<file path="config.mk">
export PLATFORM = sky130hd
export DESIGN_NAME = keypad_event_queue
export DESIGN_NICKNAME = d
export VERILOG_FILES = /design/src/rtl/keypad_event_queue_pkg.sv /design/src/rtl/keypad_evt_fifo.sv /design/src/rtl/keypad_event_queue.sv
export SDC_FILE = /design/constraint.sdc
export NUM_CORES = 1
export LEC_CHECK = 0
export CAP_MARGIN = 20
export CORE_UTILIZATION = 25
export CTS_CLUSTER_DIAMETER = 60
export DETAILED_ROUTE_END_ITERATION = 12
export PLACE_DENSITY = 0.52
export SLEW_MARGIN = 20
export SYNTH_ARGS = -nofsm -noshare
export SYNTH_HDL_FRONTEND = slang
export SYNTH_SLANG_ARGS = --single-unit
</file>
<file path="constraint.sdc">
create_clock -name clk -period 2.6 [get_ports clk]
set_input_delay 0.39 -clock clk [delete_from_list [all_inputs] [get_ports clk]]
set_output_delay 0.39 -clock clk [all_outputs]
set_load 0.02 [all_outputs]
</file>
<file path="src/rtl/keypad_event_queue_pkg.sv">
// Shared types and helpers for the keypad event queue: key code width,
// frame classification, debounce FSM states and the queued event layout.
package keypad_pkg;

    localparam int KEY_CODE_W = 4;
    localparam int CNT_W      = 4;

    typedef enum logic [1:0] {
        FR_NONE  = 2'd0,
        FR_ONE   = 2'd1,
        FR_MULTI = 2'd2
    } frame_res_e;

    typedef enum logic [1:0] {
        KS_IDLE    = 2'd0,
        KS_CAND    = 2'd1,
        KS_PRESSED = 2'd2
    } key_state_e;

    typedef struct packed {
        logic [KEY_CODE_W-1:0] code;
        logic                  is_release;
    } key_evt_t;

    // Frame counters stick at all-ones instead of wrapping.
    function automatic logic [CNT_W-1:0] sat_inc(input logic [CNT_W-1:0] v);
        sat_inc = (v == 4'hF) ? v : v + 4'd1;
    endfunction

endpackage

</file>
<file path="src/rtl/keypad_evt_fifo.sv">
// Synchronous event FIFO with registered head/valid/count, drop-on-full
// and a sticky overflow flag.
module keypad_evt_fifo #(
    parameter  int DEPTH = 4,
    parameter  int W     = 5,
    localparam int PTR_W = $clog2(DEPTH),
    localparam int CNT_W = PTR_W + 1
) (
    input  logic             clk,
    input  logic             rst_n,
    input  logic             push_i,
    input  logic [W-1:0]     push_data_i,
    input  logic             pop_ready_i,
    output logic             valid_o,
    output logic [W-1:0]     head_o,
    output logic [CNT_W-1:0] count_o,
    output logic             overflow_o
);

    logic [W-1:0]     mem_q [DEPTH];
    logic [PTR_W-1:0] rd_ptr_q;
    logic [PTR_W-1:0] wr_ptr_q;
    logic [CNT_W-1:0] count_q;
    logic [CNT_W-1:0] count_d;
    logic             valid_q;
    logic             ovf_q;
    logic [W-1:0]     head_q;
    logic             full_s;
    logic             empty_s;
    logic             pop_s;
    logic             push_acc_s;
    logic             drop_s;
    logic [PTR_W-1:0] rd_next_s;

    // Handshake qualification and next occupancy.
    always_comb begin
        full_s     = (count_q == CNT_W'(DEPTH));
        empty_s    = (count_q == {CNT_W{1'b0}});
        pop_s      = valid_q && pop_ready_i;
        push_acc_s = push_i && (!full_s || pop_s);
        drop_s     = push_i && full_s && !pop_s;
        rd_next_s  = rd_ptr_q + PTR_W'(1);
        count_d    = count_q;
        if (push_acc_s && !pop_s) begin
            count_d = count_q + CNT_W'(1);
        end else if (pop_s && !push_acc_s) begin
            count_d = count_q - CNT_W'(1);
        end else begin
            count_d = count_q;
        end
    end

    // Storage, pointers, registered head and flags.
    always_ff @(posedge clk or negedge rst_n) begin
        if (!rst_n) begin
            for (int i = 0; i < DEPTH; i++) begin
                mem_q[i] <= {W{1'b0}};
            end
            rd_ptr_q <= {PTR_W{1'b0}};
            wr_ptr_q <= {PTR_W{1'b0}};
            count_q  <= {CNT_W{1'b0}};
            valid_q  <= 1'b0;
            ovf_q    <= 1'b0;
            head_q   <= {W{1'b0}};
        end else begin
            if (push_acc_s) begin
                mem_q[wr_ptr_q] <= push_data_i;
                wr_ptr_q        <= wr_ptr_q + PTR_W'(1);
            end
            if (pop_s) begin
                rd_ptr_q <= rd_next_s;
            end
            // The head only moves on a pop or when an empty queue gets its first entry.
            if (push_acc_s && (empty_s || (pop_s && count_q == CNT_W'(1)))) begin
                head_q <= push_data_i;
            end else if (pop_s && count_q > CNT_W'(1)) begin
                head_q <= mem_q[rd_next_s];
            end
            if (drop_s) begin
                ovf_q <= 1'b1;
            end
            count_q <= count_d;
            valid_q <= (count_d != {CNT_W{1'b0}});
        end
    end

    assign valid_o    = valid_q;
    assign head_o     = head_q;
    assign count_o    = count_q;
    assign overflow_o = ovf_q;

endmodule

</file>
<file path="src/rtl/keypad_event_queue.sv">
// Frame-level debounce of the 4x4 keypad scanner output feeding a small event
// FIFO. Define KEYPAD_RELEASE_EVENT_EN to also queue key-release events.
module keypad_event_queue
    import keypad_pkg::*;
#(
    parameter int STABLE_FRAMES  = 4,
    parameter int RELEASE_FRAMES = 4,
    parameter int FIFO_DEPTH     = 4
) (
    input  logic                          clk,
    input  logic                          rst_n,
    input  logic                          scan_hit,
    input  logic [KEY_CODE_W-1:0]         scan_code,
    input  logic                          frame_end,
    output logic                          evt_valid,
    input  logic                          evt_ready,
    output logic [KEY_CODE_W-1:0]         evt_code,
    output logic                          evt_release,
    output logic                          overflow,
    output logic [$clog2(FIFO_DEPTH):0]   fifo_count
);

    localparam logic [CNT_W-1:0] STABLE_C  = CNT_W'(STABLE_FRAMES);
    localparam logic [CNT_W-1:0] RELEASE_C = CNT_W'(RELEASE_FRAMES);
`ifdef KEYPAD_RELEASE_EVENT_EN
    localparam int EVT_W = KEY_CODE_W + 1;
`else
    localparam int EVT_W = KEY_CODE_W;
`endif

    logic                  any_hit_q;
    logic                  multi_q;
    logic [KEY_CODE_W-1:0] first_code_q;
    logic                  frame_any_s;
    logic                  frame_multi_s;
    logic [KEY_CODE_W-1:0] frame_code_s;
    frame_res_e            frame_res_s;

    key_state_e            state_q;
    logic [KEY_CODE_W-1:0] cand_q;
    logic [CNT_W-1:0]      cnt_q;
    logic [CNT_W-1:0]      rcnt_q;
    logic                  press_done_s;
    logic                  rel_done_s;
    logic                  push_s;
    logic [EVT_W-1:0]      push_data_s;
    logic [EVT_W-1:0]      head_s;

    // Frame result including the sample presented on the frame_end cycle.
    always_comb begin
        frame_any_s   = any_hit_q | scan_hit;
        frame_multi_s = multi_q | (any_hit_q & scan_hit & (scan_code != first_code_q));
        if (any_hit_q) begin
            frame_code_s = first_code_q;
        end else if (scan_hit) begin
            frame_code_s = scan_code;
        end else begin
            frame_code_s = {KEY_CODE_W{1'b0}};
        end
        if (!frame_any_s) begin
            frame_res_s = FR_NONE;
        end else if (frame_multi_s) begin
            frame_res_s = FR_MULTI;
        end else begin
            frame_res_s = FR_ONE;
        end
    end

    // Per-frame accumulator, cleared after every frame_end.
    always_ff @(posedge clk or negedge rst_n) begin
        if (!rst_n) begin
            any_hit_q    <= 1'b0;
            multi_q      <= 1'b0;
            first_code_q <= {KEY_CODE_W{1'b0}};
        end else if (frame_end) begin
            any_hit_q    <= 1'b0;
            multi_q      <= 1'b0;
            first_code_q <= {KEY_CODE_W{1'b0}};
        end else begin
            any_hit_q    <= frame_any_s;
            multi_q      <= frame_multi_s;
            first_code_q <= frame_code_s;
        end
    end

    // Debounce completion is decided in the frame_end cycle so the event lands one clock later.
    always_comb begin
        press_done_s = 1'b0;
        rel_done_s   = 1'b0;
        if (frame_end) begin
            case (state_q)
                KS_CAND: begin
                    press_done_s = (frame_res_s == FR_ONE) && (frame_code_s == cand_q)
                                   && (sat_inc(cnt_q) >= STABLE_C);
                end
                KS_PRESSED: begin
                    rel_done_s = (frame_res_s == FR_NONE) && (sat_inc(rcnt_q) >= RELEASE_C);
                end
                default: begin
                    press_done_s = 1'b0;
                    rel_done_s   = 1'b0;
                end
            endcase
        end else begin
            press_done_s = 1'b0;
            rel_done_s   = 1'b0;
        end
`ifdef KEYPAD_RELEASE_EVENT_EN
        push_s      = press_done_s | rel_done_s;
        push_data_s = {cand_q, rel_done_s};
`else
        push_s      = press_done_s;
        push_data_s = cand_q;
`endif
    end

    // Debounce FSM, advanced once per scan frame.
    always_ff @(posedge clk or negedge rst_n) begin
        if (!rst_n) begin
            state_q <= KS_IDLE;
            cand_q  <= {KEY_CODE_W{1'b0}};
            cnt_q   <= {CNT_W{1'b0}};
            rcnt_q  <= {CNT_W{1'b0}};
        end else if (frame_end) begin
            case (state_q)
                KS_IDLE: begin
                    if (frame_res_s == FR_ONE) begin
                        state_q <= KS_CAND;
                        cand_q  <= frame_code_s;
                        cnt_q   <= 4'd1;
                    end
                end
                KS_CAND: begin
                    if (frame_res_s == FR_ONE) begin
                        if (frame_code_s != cand_q) begin
                            cand_q <= frame_code_s;
                            cnt_q  <= 4'd1;
                        end else if (press_done_s) begin
                            state_q <= KS_PRESSED;
                            cnt_q   <= 4'd0;
                            rcnt_q  <= 4'd0;
                        end else begin
                            cnt_q <= sat_inc(cnt_q);
                        end
                    end else begin
                        state_q <= KS_IDLE;
                        cnt_q   <= 4'd0;
                    end
                end
                KS_PRESSED: begin
                    // Any key activity while held restarts the release count; no repeats.
                    if (frame_res_s != FR_NONE) begin
                        rcnt_q <= 4'd0;
                    end else if (rel_done_s) begin
                        state_q <= KS_IDLE;
                        rcnt_q  <= 4'd0;
                    end else begin
                        rcnt_q <= sat_inc(rcnt_q);
                    end
                end
                default: begin
                    state_q <= KS_IDLE;
                    cnt_q   <= 4'd0;
                    rcnt_q  <= 4'd0;
                end
            endcase
        end
    end

    keypad_evt_fifo #(
        .DEPTH (FIFO_DEPTH),
        .W     (EVT_W)
    ) u_fifo (
        .clk         (clk),
        .rst_n       (rst_n),
        .push_i      (push_s),
        .push_data_i (push_data_s),
        .pop_ready_i (evt_ready),
        .valid_o     (evt_valid),
        .head_o      (head_s),
        .count_o     (fifo_count),
        .overflow_o  (overflow)
    );

`ifdef KEYPAD_RELEASE_EVENT_EN
    key_evt_t head_evt_s;
    assign head_evt_s  = head_s;
    assign evt_code    = head_evt_s.code;
    assign evt_release = head_evt_s.is_release;
`else
    assign evt_code    = head_s;
    assign evt_release = 1'b0;
`endif

endmodule

</file>
==> impl_results.md, run 1 <==
- Status: complete, no violations
- Hold Fails Final Rpt: 0
- Slew headroom: 56.4%
- Register area: 0.00123 mm^2
- PD cells: 595 mW/mm^2
- Fill cells: 1,101
- Pint: 1300 uW
- Switch share: 34.4%
- Postcts setup bufs: 0
- Setup_tns: 0 ns
- Yosys Warn Count: 0
- DR pass1 iterations: 4
- Main flop type after synthesis: dfrtp_1
- Clk_lat worst skew: 0.30 ns
- ANT cells: 0
- Top sig layer: met4
- Initial antenna violation count: 0
- Row cnt: 37
- Layout cell share with drive strength beyond 1: 26.3%
- Placeable Area: 0.0105 mm^2
- Combinational Power Share: 29.2%
- Area of the multi-input gates: 0.00143 mm^2
- Die Width: 106 um
- Switch Pwr: 680 uW
- Clock Root Buffer: clkbuf_8
- DRT met1 WL: 2.79 mm
- Fin util: 31.8%
- Hold_buf cts: 0
- Clock power frac: 23.4%
- Final net count: 303
- HP Class: primary input to asynchronous set/reset pin
- Pin count of the biggest net entering global routing: 26
- Post-synthesis cell type count: 50
- Final WL: 5.52 mm
- Syn_nets: 265
- Post-DP HPWL: 4.26 mm
- Die height: 106 um
- Area leader, netlist: dfrtp_1
- CP Data Required Time: 2.80 ns
- Wirelength per Cell: 13.1 um
- Main area contributors after synthesis: dfrtp_1 45%, mux2_4 8.8%, ha_1 4.6%
- DRC Markers: 0
- Finished Layout Cells: 421
- Count of maximum capacitance violations: 0
- Syn Area/Cell: 11.1 um^2
- RSZ-0062 raised after global routing: false
- Mapped Area: 0.00273 mm^2
- Period utilisation layout: 94.3%
- CTS tree: yes
- Setup violators final: 0
- Peak Freq: 0.408 GHz
- GR Overflow Total: 0
- Slew Viols, Final: 0
- CP Launch Type: flop
- Most frequent cell after synthesis: dfrtp_1
- Number of flops mapped to enable cells by yosys: 0
- DP Area: 0.00321 mm^2
- Post-synthesis sequential area ratio: 44.9%
- CP Capture Type: flop
- Final ANT Viol Nets: 0
- Post-synth top area share: 44.9%
- Initial Utilization: 26.1%
- Worst path arrival time: 2.65 ns
- Vias/cell: 4.44
- Synth Instances: 246
- Slew @ Worst Pin: 0.655 ns
- Port bufs: 17
- Fin crit period: 2.45 ns
- Reg power frac: 47.4%
- Tot GR Track Use: 10.6%
- Final Instance Area: 0.00332 mm^2
- First-pass GRT wire length: 9.57 mm
- Placer Congestion: 0.762
- Routed wl met3: 134 um
- Post-Place Cells: 413
- Clock tree sinks: 49
- CTS HTree Levels: 2
- Top-Level Pins: 19
- CTS Buf Count: 5
- CTS max path bufs: 2
- Routed via count: 1,871
- Maximum VDD drop: 235 uV
- 1st-iter DRT viols: 30
- Pleak: 0.00159 uW
- Post-synth ARST share: 100%
- Wire length on met2: 2.56 mm
- Vias in the first global route: 1,893
- CP max FO: 5
- Clock skew: 0.00911 ns
- Crit Path Category: flop to flop
- Die ar.: 0.0113 mm^2
- Clk slew on worst S/H paths: 0.10 ns
- Layout area overhead: 21.8%
- Synth cell count leaders: 49 x dfrtp_1, 24 x nor2_1, 22 x nand2_1, 16 x mux2_4, 13 x a21oi_1
- Yosys reg bits: 49
[power by group through the flow]
stage	logic [uW]	clock network [uW]	registers [uW]
6_report	578	462	938
4_1_cts	580	487	941
5_1_grt	644	519	954
2_1_floorplan	381	0	943
3_3_place_gp	568	0	955
3_5_place_dp	578	0	956
[path summary, 6_finish.rpt]
check	startpoint	end	slack, ns	depth (start not counted)
setup / recovery	cnt_q[0]$_DFFE_PN0P_	u_fifo.mem_q[8]$_DFFE_PN0P_	0.15	9
hold / removal	rst_n	u_fifo.mem_q[10]$_DFFE_PN0P_	0.10	1
setup reg to reg	cnt_q[0]$_DFFE_PN0P_	u_fifo.mem_q[8]$_DFFE_PN0P_	0.15	9
hold reg to reg	u_fifo.overflow_o$_DFFE_PN0P_	u_fifo.overflow_o$_DFFE_PN0P_	0.50	1
max in group asynchronous	rst_n	cnt_q[1]$_DFFE_PN0P_	1.92	2
min in group clk	u_fifo.overflow_o$_DFFE_PN0P_	u_fifo.overflow_o$_DFFE_PN0P_	0.50	1
[metal layers]
layer / GRT usage (%) / up-vias
li1: - / 942
met1: 14.7 / 904
met2: 17.2 / 20
met3: 2.15 / 5
met4: 2.05 / 0
met5: 0 / -
[metrics by stage]
stage	hold slack, ns	power [uW]	setup WS, ns
6_report	0.104	1980	0.149
5_1_grt	0.133	2120	0.00791
3_5_place_dp	0.452	1530	-0.307
2_1_floorplan	0.0944	1320	0.0346
4_1_cts	0.111	2010	0.0227
3_3_place_gp	0.446	1520	-0.288
[sequential cells by signal, summed over array words and instances, names as in the netlist]
signal	count
u_fifo.head_o	4
cand_q	4
u_fifo.valid_o	1
state_q	2
cnt_q	4
u_fifo.wr_ptr_q	2
rcnt_q	4
multi_q	1
u_fifo.rd_ptr_q	2
u_fifo.mem_q	16
first_code_q	4
any_hit_q	1
u_fifo.count_o	3
u_fifo.overflow_o	1
[cell families (layout without fill, tap and decap cells)]
group                    after synthesis  count (layout)  synth area share [%]
AND/OR/NAND/NOR                       84              84                  17.0
flip-flops                            49              49                  44.9
AO/OA/AOI/OAI                         43              43                  10.6
multiplexers                          28              28                  15.1
buffers and inverters                 18              57                  3.44
XOR/XNOR                              13              13                  4.17
adder cells (fa/ha/maj)               10              10                  4.59
other                                  1               1                 0.137
[critical path: stages (launching register included)]
cell and delay (ns):
dfrtp_1 0.42, ha_1 0.21, and2_1 0.17, a21oi_1 0.24
o221ai_2 0.17, or2_2 0.34, a311oi_4 0.26, buf_12 0.17
nand2_4 0.08, mux2_4 0.30
[area by class of cell]
cell class | count | share of cell area, %
multi-input combinational | 179 | 43.0
tap | 136 | 5.12
clock buffer | 5 | 2.07
timing repair buffer | 41 | 11.2
sequential | 49 | 36.9
clock inverter | 3 | 0.753
inverter | 8 | 0.904
[what timing repair did]
action                                 4_1_cts  5_1_grt
endpoints found under the hold margin        0        0
resized for setup                            0        5
setup endpoints to repair                    0       20
[placed cells by master, fill, tap and decap left out, types with 10 or more instances in the layout]
cell and instances:
nand2_1 22, clkdlybuf4s50_1 15, mux2_4 16, ha_1 10, dfrtp_1 48, a21oi_1 13, o21ai_0 11, xnor2_1 10
nor2_1 24, buf_4 22
Power figures use the tool's default switching activity.
==> run 2: changes to the inputs <==
--- a/config.mk
+++ b/config.mk
@@ -6,6 +6,7 @@
 export NUM_CORES = 1
 export LEC_CHECK = 0
 export CAP_MARGIN = 20
+export CORE_ASPECT_RATIO = 0.8
 export CORE_UTILIZATION = 25
 export CTS_CLUSTER_DIAMETER = 60
 export DETAILED_ROUTE_END_ITERATION = 12
==> run 2 against run 1 <==
  * Clock skew rose by 0.0028 ns
  * Critical path depth unchanged
  * First-iteration DRC count increased by 97%
  * Via count is 0.86% lower
  * Sequential share of layout area down 0.59 points
  * Register-to-register slack got worse by 0.04 ns
  * Largest cell class unchanged
  * Critical endpoint is now u_fifo.mem_q[11]$_DFFE_PN0P_
  * Global-route usage is 0.92 points higher
  * Combinational power barely moved
  * Total power is 9.5% higher
==> impl_results.md, run 2 (synthesis gave the netlist of run 1 again) <==
- Status: complete, no violations
- Vias/cell: 4.38 (-1.6%)
- Tot GR Track Use: 11.6% (+0.92 points)
- Post-DP HPWL: 4.38 mm (+2.8%)
- CP Data Required Time: 2.78 ns (-0.02 ns)
- Peak per-stage delay on the critical path: 0.45 ns (+0.03 ns)
- Worst path arrival time: 2.67 ns (+0.02 ns)
- CTS Buf Count: 5 (unchanged)
- CP Capture Type: flop
- Fin crit period: 2.49 ns (+0.0420 ns)
- Top reg by flops: u_fifo.mem_q
- Wirelength per Cell: 13.5 um (+3.1%)
- Port bufs: 17 (unchanged)
- Count of maximum capacitance violations: 0 (unchanged)
- CTS max path bufs: 2 (unchanged)
- Hold_buf cts: 0 (unchanged)
- DRT met1 WL: 3.19 mm (+14%)
- Slew @ Worst Pin: 0.610 ns (-0.0445 ns)
- DP Area: 0.00320 mm^2 (-0.31%)
- Clock tree sinks: 49 (unchanged)
- Wire length on met2: 2.30 mm (-10%)
- Crit Path Category: primary input to flop
- Design Power: 2170 uW (+9.5%)
- Post-Place Cells: 415 (+0.48%)
- Die ar.: 0.0113 mm^2 (about the same)
- Flop2flop setup slack: 0.11 ns (-0.04 ns)
- Hold Fails Final Rpt: 0 (unchanged)
- ANT cells: 0 (unchanged)
- Die Width: 119 um (+12%)
- Layout cell share with drive strength beyond 1: 26.1% (-0.26 points)
- Pleak: 0.00161 uW (+1.6%)
- Clk_lat worst skew: 0.30 ns (about the same)
- Setup violators final: 0 (unchanged)
- Initial antenna violation count: 0 (unchanged)
- Routed via count: 1,855 (-0.86%)
- Placeable Area: 0.0104 mm^2 (-0.15%)
- CP Launch Type: primary input
- Cell mode on critical path: nand2_4
- Finished Layout Cells: 424 (+0.71%)
- Commonest non-fill, non-tap cell in the layout: dfrtp_1
- CTS HTree Levels: 2 (unchanged)
- DR pass1 iterations: 4 (unchanged)
- RSZ-0062 raised after global routing: false
- Pin count of the biggest net entering global routing: 26 (unchanged)
- GR Overflow Total: 0 (unchanged)
- Final ANT Viol Nets: 0 (unchanged)
- CTS tree: yes
- Clock Root Buffer: clkbuf_16
- Die height: 95.4 um (-10%)
- Max reg flops: 16 (unchanged)
- CP cell instances: clkdlybuf4s50_1 > xnor2_1 > a41o_1 > nand2_4 > or2_2 > a311oi_4 > buf_12 > nand2_4 > mux2_4
- Placer Congestion: 0.767 (+0.67%)
- Fin util: 32.3% (+0.53 points)
- Row cnt: 33 (-11%)
- Final WL: 5.73 mm (+3.8%)
- Final Instance Area: 0.00337 mm^2 (+1.5%)
- Initial Utilization: 26.1% (+0.041 points)
- Most frequent cells in the layout: 49 x dfrtp_1, 24 x nor2_1, 22 x nand2_1
- Slew Viols, Final: 0 (unchanged)
- Reg2reg path depth: 9 (unchanged)
- First-pass GRT wire length: 9.98 mm (+4.3%)
- Period utilisation layout: 95.9% (+1.6 points)
- Worst Setup EP: u_fifo.mem_q[11]$_DFFE_PN0P_
- CP max FO: 5 (unchanged)
- Peak Freq: 0.401 GHz (-1.7%)
- Routed wl met3: 165 um (+23%)
- Critical Path Source: scan_code[3]
- Vias in the first global route: 1,960 (+3.5%)
- Maximum VDD drop: 195 uV (-17%)
- PD cells: 642 mW/mm^2 (+7.9%)
- 1st-iter DRT viols: 59 (+97%)
- Top sig layer: met4
- FF-to-FF End: u_fifo.mem_q[11]$_DFFE_PN0P_
- Crit-path slowest cell: clkdlybuf4s50_1
- HP Class: primary input to asynchronous set/reset pin
- DRC Markers: 0 (unchanged)
- Slew headroom: 59.3% (+3.0 points)
- Final net count: 302 (-0.33%)
- Layout area overhead: 23.6%
- Top-Level Pins: 19 (unchanged)
- Worst r2r src: cnt_q[0]$_DFFE_PN0P_
- Clock skew: 0.0119 ns (+0.00282 ns)
- Clk slew on worst S/H paths: 0.07 ns (-0.03 ns)
==> run 2: report_power, final <==
part	internal [uW]	total [uW]	switching [uW]
logic	269	579	310
clock network	358	648	290
registers	830	939	108
==> run 2: worst max-delay path, delay by kind of cell <==
family	cells	cell delay, ns
buffers and inverters	2	0.62
XOR/XNOR	1	0.23
AO/OA/AOI/OAI	2	0.61
multiplexers	1	0.31
AND/OR/NAND/NOR	3	0.50
==> run 2: per-layer routing <==
metal | vias up | track usage (%)
met5 | - | 0
met4 | 0 | 4.75
met3 | 5 | 2.63
met2 | 30 | 16.9
met1 | 889 | 16.4
li1 | 931 | -
==> run 2: metrics by stage <==
stage	setup slack, ns	hold slack, ns	TNS [ns]
2_1_floorplan	0.0346	0.0944	0
4_1_cts	0.0285	0.109	0
5_1_grt	0.0160	0.139	0
6_report	0.107	0.102	0
3_5_place_dp	-0.222	0.431	-4.16
3_3_place_gp	-0.190	0.426	-3.55
==> run 2: how the worst min path moves through the flow <==
stage,end,slack [ns]
after floorplan,any_hit_q$_DFF_PN0_,0.09
after global placement,rcnt_q[0]$_DFFE_PN0P_,0.43
after detailed placement,rcnt_q[0]$_DFFE_PN0P_,0.43
after CTS,cnt_q[2]$_DFFE_PN0P_,0.11
after global routing,cnt_q[2]$_DFFE_PN0P_,0.14
final,cnt_q[2]$_DFFE_PN0P_,0.10
==> run 2: cell type report <==
class	instances	area [um^2]
Clock buffer	5	125
Clock inverter	3	22.5
Fill cell	1073	7070
Inverter	8	30.0
Multi-Input combinational cell	179	1430
Sequential cell	49	1230
Tap cell	140	175
Timing Repair Buffer	40	365
==> run 2: timing repair <==
action / CTS / global route
setup endpoints to repair: 0 / 19
gates resized for setup: 0 / 5
buffers inserted: 0 / 1
